## src/rtl/register_file_pkg.sv

```systemverilog
// Shared definitions for the register file slice: widths, register count and
// address/data types.
package regfile_pkg;

    localparam int unsigned DATA_WIDTH = 32;
    localparam int unsigned ADDR_WIDTH = 5;
    localparam int unsigned NUM_REGS   = 2 ** ADDR_WIDTH;

    typedef logic [ADDR_WIDTH-1:0] reg_addr_t;
    typedef logic [DATA_WIDTH-1:0] reg_data_t;

    localparam reg_addr_t ZERO_REG = '0;

endpackage

```

## src/rtl/register_file_if.sv

```systemverilog
// Read, write-back and issue/hazard signals between decode/write-back logic
// (master) and the register file (slave).
interface register_file_if
    import regfile_pkg::*;
#(
    parameter int unsigned DW = DATA_WIDTH,
    parameter int unsigned AW = ADDR_WIDTH
);

    logic [AW-1:0] rs_addr;
    logic [AW-1:0] rt_addr;
    logic [DW-1:0] rs_data;
    logic [DW-1:0] rt_data;
    logic          wb_en;
    logic [AW-1:0] wb_addr;
    logic [DW-1:0] wb_data;
    logic          issue_valid;
    logic [AW-1:0] issue_rd;
    logic          hazard;

    modport master (
        output rs_addr, rt_addr, wb_en, wb_addr, wb_data, issue_valid, issue_rd,
        input  rs_data, rt_data, hazard
    );

    modport slave (
        input  rs_addr, rt_addr, wb_en, wb_addr, wb_data, issue_valid, issue_rd,
        output rs_data, rt_data, hazard
    );

endinterface

```

## src/rtl/register_file_scoreboard.sv

```systemverilog
// Busy scoreboard: issue sets, write-back clears, and a registered RAW hazard
// flag for the two source addresses.
module regfile_scoreboard
    import regfile_pkg::*;
#(
    parameter int unsigned AW = ADDR_WIDTH
) (
    input  logic          clk,
    input  logic          reset,
    input  logic [AW-1:0] rs_addr,
    input  logic [AW-1:0] rt_addr,
    input  logic          wb_en,
    input  logic [AW-1:0] wb_addr,
    input  logic          issue_valid,
    input  logic [AW-1:0] issue_rd,
    output logic          hazard
);

    localparam int unsigned NR = 2 ** AW;

    logic [NR-1:0] busy;
    logic          wb_hit;
    logic          rs_busy;
    logic          rt_busy;

    // A source whose producer writes back on this edge is already resolved.
    always_comb begin
        wb_hit  = wb_en && (wb_addr != '0);
        rs_busy = busy[rs_addr] && (rs_addr != '0) && !(wb_hit && (wb_addr == rs_addr));
        rt_busy = busy[rt_addr] && (rt_addr != '0) && !(wb_hit && (wb_addr == rt_addr));
    end

    always_ff @(posedge clk) begin
        if (reset) begin
            busy   <= '0;
            hazard <= 1'b0;
        end else begin
            if (wb_hit)
                busy[wb_addr] <= 1'b0;
            // Placed after the clear so a same-register issue wins.
            if (issue_valid && (issue_rd != '0))
                busy[issue_rd] <= 1'b1;
            hazard <= rs_busy | rt_busy;
        end
    end

endmodule

```

## src/rtl/register_file.sv

```systemverilog
// Architectural register file: two registered read ports, one write-back port,
// busy scoreboard. Optional macro REGFILE_BYPASS_EN enables write-through reads.
module register_file
    import regfile_pkg::*;
#(
    parameter int unsigned DW = DATA_WIDTH,
    parameter int unsigned AW = ADDR_WIDTH
) (
    input  logic          clk,
    input  logic          reset,
    register_file_if.slave bus
);

    localparam int unsigned NR = 2 ** AW;

    logic [DW-1:0] mem [NR];
    logic          wb_hit;
    logic [DW-1:0] rs_next;
    logic [DW-1:0] rt_next;

    always_comb begin
        wb_hit  = bus.wb_en && (bus.wb_addr != '0);
        rs_next = mem[bus.rs_addr];
        rt_next = mem[bus.rt_addr];
`ifdef REGFILE_BYPASS_EN
        if (wb_hit && (bus.wb_addr == bus.rs_addr))
            rs_next = bus.wb_data;
        if (wb_hit && (bus.wb_addr == bus.rt_addr))
            rt_next = bus.wb_data;
`endif
    end

    // Entry 0 is cleared on reset and never written, so it always reads 0.
    always_ff @(posedge clk) begin
        if (reset) begin
            for (int unsigned i = 0; i < NR; i++)
                mem[i] <= '0;
            bus.rs_data <= '0;
            bus.rt_data <= '0;
        end else begin
            if (wb_hit)
                mem[bus.wb_addr] <= bus.wb_data;
            bus.rs_data <= rs_next;
            bus.rt_data <= rt_next;
        end
    end

    regfile_scoreboard #(
        .AW (AW)
    ) u_scoreboard (
        .clk         (clk),
        .reset       (reset),
        .rs_addr     (bus.rs_addr),
        .rt_addr     (bus.rt_addr),
        .wb_en       (bus.wb_en),
        .wb_addr     (bus.wb_addr),
        .issue_valid (bus.issue_valid),
        .issue_rd    (bus.issue_rd),
        .hazard      (bus.hazard)
    );

endmodule

```

## src/flat_wrapper.sv

```systemverilog
// flat-port wrapper written by rule: the top's interface ports become plain ports
module register_file_flat import regfile_pkg::*;
#(
    parameter int unsigned DW = DATA_WIDTH,
    parameter int unsigned AW = ADDR_WIDTH
)
  (clk, reset, bus_rs_addr, bus_rt_addr, bus_wb_en, bus_wb_addr, bus_wb_data, bus_issue_valid, bus_issue_rd, bus_rs_data, bus_rt_data, bus_hazard);
  register_file_if #(.DW(DW), .AW(AW)) bus_i ();
  input  logic clk;
  input  logic reset;
  input wire logic [$bits(bus_i.rs_addr)-1:0] bus_rs_addr;
  input wire logic [$bits(bus_i.rt_addr)-1:0] bus_rt_addr;
  input wire logic [$bits(bus_i.wb_en)-1:0] bus_wb_en;
  input wire logic [$bits(bus_i.wb_addr)-1:0] bus_wb_addr;
  input wire logic [$bits(bus_i.wb_data)-1:0] bus_wb_data;
  input wire logic [$bits(bus_i.issue_valid)-1:0] bus_issue_valid;
  input wire logic [$bits(bus_i.issue_rd)-1:0] bus_issue_rd;
  output wire logic [$bits(bus_i.rs_data)-1:0] bus_rs_data;
  output wire logic [$bits(bus_i.rt_data)-1:0] bus_rt_data;
  output wire logic [$bits(bus_i.hazard)-1:0] bus_hazard;
  assign bus_i.rs_addr = bus_rs_addr;
  assign bus_i.rt_addr = bus_rt_addr;
  assign bus_i.wb_en = bus_wb_en;
  assign bus_i.wb_addr = bus_wb_addr;
  assign bus_i.wb_data = bus_wb_data;
  assign bus_i.issue_valid = bus_issue_valid;
  assign bus_i.issue_rd = bus_issue_rd;
  assign bus_rs_data = bus_i.rs_data;
  assign bus_rt_data = bus_i.rt_data;
  assign bus_hazard = bus_i.hazard;
  register_file #(.DW(DW), .AW(AW)) u_core (.clk(clk), .reset(reset), .bus(bus_i));
endmodule
```

## config.mk

```make
export PLATFORM = sky130hd
export DESIGN_NAME = register_file_flat
export DESIGN_NICKNAME = d
export VERILOG_FILES = /design/src/rtl/register_file_pkg.sv /design/src/rtl/register_file_if.sv /design/src/rtl/register_file_scoreboard.sv /design/src/rtl/register_file.sv /design/src/flat_wrapper.sv
export SDC_FILE = /design/constraint.sdc
export NUM_CORES = 2
export LEC_CHECK = 0
export CORE_ASPECT_RATIO = 1.25
export CORE_UTILIZATION = 65
export CTS_BUF_LIST = sky130_fd_sc_hd__clkbuf_4 sky130_fd_sc_hd__clkbuf_8
export DETAILED_ROUTE_END_ITERATION = 16
export GPL_TIMING_DRIVEN = 0
export MAX_ROUTING_LAYER = met4
export PLACE_DENSITY = 0.83
export SYNTH_ARGS = -nofsm -noshare
export SYNTH_HDL_FRONTEND = slang
export SYNTH_SLANG_ARGS = --single-unit
```

## constraint.sdc

```tcl
create_clock -name clk -period 3.2 [get_ports clk]
set_input_delay 0.64 -clock clk [delete_from_list [all_inputs] [get_ports clk]]
set_output_delay 0.64 -clock clk [all_outputs]
set_load 0.02 [all_outputs]
```

==> impl_metrics.tcl <==
set metrics [dict create \
    ys_types 41 \
    post-route-min-period_ns 3.311 \
    antenna_found_initial 13 \
    yosysWarnings 0 \
    ant_nets 0 \
    drv_slew 0 \
    yosysSeqAreaShare_pct 56.32 \
    cts_made_buffers 171 \
    status "finished, violations left" \
    grt_max_degree 34 \
    peakVddDrop_mv 0.4175 \
    grt_pass1_wl_um 273500 \
    crit_fanout 10 \
    overflow 0 \
    grt.total_usage_pct 45.32 \
    coreArea_mm2 0.08853 \
    p_switching_mw 9.008 \
    cts_root_buf "clkbuf_8" \
    wirelength_um 195800 \
    cts_sinks 1121 \
    finalInstanceArea_mm2 0.06502 \
    route.detailed.wl_per_inst_um 36.10 \
    max_freq_ghz 0.3020 \
    max-clock-path-buffers 3 \
    violations "setup timing" \
    yosys.area.top_type_share_pct 52.98 \
    place.gp.congestion 1.029 \
    crit_start "bus_wb_addr[3]" \
    drv_cap 0 \
    synth_flop_cell "edfxtp_1" \
    finalClockSkew_ns 0.03393 \
    setup_slack_ns -0.1109 \
    min_from "bus_wb_en" \
    dieArea_mm2 0.09050 \
    switching_share_pct 26.15 \
    powerDensity_mw_per_mm2 529.8 \
    yosys-top-cells-area "edfxtp_1, mux4_2, and2_1" \
    fin_nets 4144 \
    syn_area_mm2 0.05804 \
    num_io_pins 121 \
    worstReg2RegStart "u_core.mem[1][15]" \
    required_ns 3.94 \
    crit_arrival_ns 4.05 \
    cts_setup_buffers 0 \
    die-height_um 336.1 \
    first_global_vias 38630 \
    leakagePower_nw 22.64 \
    endpoint_kind "register" \
    holdWs_ns 0.4061 \
    rows 122 \
    post-route-period-util_pct 103.5 \
    drc 0 \
    dpl_cell_area_mm2 0.06142 \
    comb_power_share_pct 13.6 \
    async_flop_share_pct 0 \
    drive_above_1_share_pct 27.03 \
    area.growth.synth_to_final_pct 12.03 \
    p_seq_share_pct 50.1 \
    rsz0062_at_grt "false" \
    yosysTopAreaCell "edfxtp_1" \
    yosysMostFrequentCell "edfxtp_1" \
    power_frac_clock_pct 36.3 \
    port_buffers 110 \
    synth_edf_count 1024 \
    initial_utilization_pct 65.56 \
    fill_cells 5560 \
    insertion_delay_ns 0.90 \
    vias 38840 \
    final-hold-violation-count 0 \
    dpl.hpwl_um 137200 \
    die_w_um 269.3 \
    synth_common_cells "edfxtp_1, and2_1, mux4_2, clkbuf_1, mux2i_1" \
    internal_power_mw 25.44 \
    drt-pass1-iter-count 7 \
    min_path_type "in2reg" \
    via_per_inst 7.159 \
    htree_num_levels 4 \
    tightest_slew_ns 1.403 \
    critical_path_class "in2reg" \
    cts_tree "done" \
    postSynthAreaPerCell_um2 15.50 \
    setup_viol 25 \
    dpl_worst_slack_ns -0.9728 \
    cts.clk_slew.worst_paths_ns 0.06 \
    relSlewSlack_pct 6.452 \
    ys_ff_latch 1121 \
    total_power_mw 34.45 \
    drt-initial-drc-count 6479 \
    syn_inst 3745 \
    critPathLaunchType "input port" \
]
-- metal layers --
| metal | global-route usage (%) | share of wire (%) |
|---|---|---|
| met1 | 53.68 | 32 |
| met2 | 65.49 | 45 |
| met3 | 12.97 | 14 |
| met4 | 35.98 | 9.7 |
| met5 | - | 0 |
-- registers in the layout, indices dropped and copies added (netlist names) --
name / count
u_core.u_scoreboard.busy: 32
u_core.mem: 1024
u_core.bus.rs_data: 32
u_core.bus.rt_data: 32
u_core.u_scoreboard.hazard: 1
-- critical path: stages --
cell	delay [ns]
clkdlybuf4s50_1	0.61
clkbuf_1	0.48
nand2_1	0.40
nor3_2	0.94
clkbuf_1	0.72
and2_1	0.23
-- layout by cell type (no fill, tap or decap), drive strengths merged, types with 8 or more instances in the layout --
| master | n |
|---|---|
| inv | 20 |
| mux2 | 129 |
| nand2 | 43 |
| nor2 | 60 |
| o21ai | 10 |
| buf | 167 |
| clkbuf | 514 |
| mux2i | 134 |
| a22o | 64 |
| o22ai | 67 |
| nand2b | 26 |
| and2 | 994 |
| conb | 32 |
| a22oi | 18 |
| nor2b | 13 |
| clkdlybuf4s50 | 110 |
| edfxtp | 1024 |
| mux4 | 526 |
| a21o | 10 |
| clkinv | 49 |
| diode | 15 |
| xor2 | 8 |
| dfxtp | 97 |
| nor3 | 80 |
-- power groups by stage --
stage	Sequential [mW]	Combinational, mW	Clock, mW
final	17.2	4.70	12.5
after global routing	17.3	4.72	12.9
after CTS	17.2	4.52	12.3
after detailed placement	17.5	4.50	0
after global placement	17.5	4.34	0
after floorplan	17.5	2.62	0
-- area by class of cell --
cell class / instances / area (µm²) / share of cell area [%]
antenna: 15 / 37.54 / 0.05773
buffer: 396 / 1858 / 2.858
clock buffer: 256 / 3110 / 4.784
clock inverter: 61 / 409.1 / 0.6292
inverter: 17 / 63.81 / 0.09814
multi-input combinational: 2242 / 23650 / 36.37
sequential: 1121 / 32690 / 50.28
tap: 1178 / 1474 / 2.267
timing repair buffer: 139 / 1727 / 2.655
-- through the flow --
step	setup TNS (ns)	util [%]	cells
after CTS	0	73.36	5410
after detailed placement	-462.05	69.38	5093
after global routing	0	73.43	5421
final	-1.761	73.44	5425
after floorplan	0	-	3776
after global placement	-1377.20	68.60	5064
-- timing repair --
item	4_1_cts	5_1_grt
hold buffers	0	0
endpoints found under the setup margin	1	88
resized for setup	1	9
-- worst paths after layout --
kind	end	slack, ns	cells after the start
max	u_core.mem[13][8]	-0.11	6
min	u_core.u_scoreboard.hazard	0.41	4
max reg2reg	u_core.bus.rs_data[15]	1.17	4
min reg2reg	u_core.u_scoreboard.busy[8]	0.49	2
-- logic make-up after synthesis --
family                 count (synthesis)  share of synthesized area, %
AO/OA/AOI/OAI                        184                         2.341
XOR/XNOR                              10                        0.1509
buffers and inverters                413                         3.300
flip-flops                          1121                         56.32
multiplexers                         789                         25.22
other                                  1                      0.006461
AND/OR/NAND/NOR                     1227                         12.65
(Power assumes the default switching activity.)
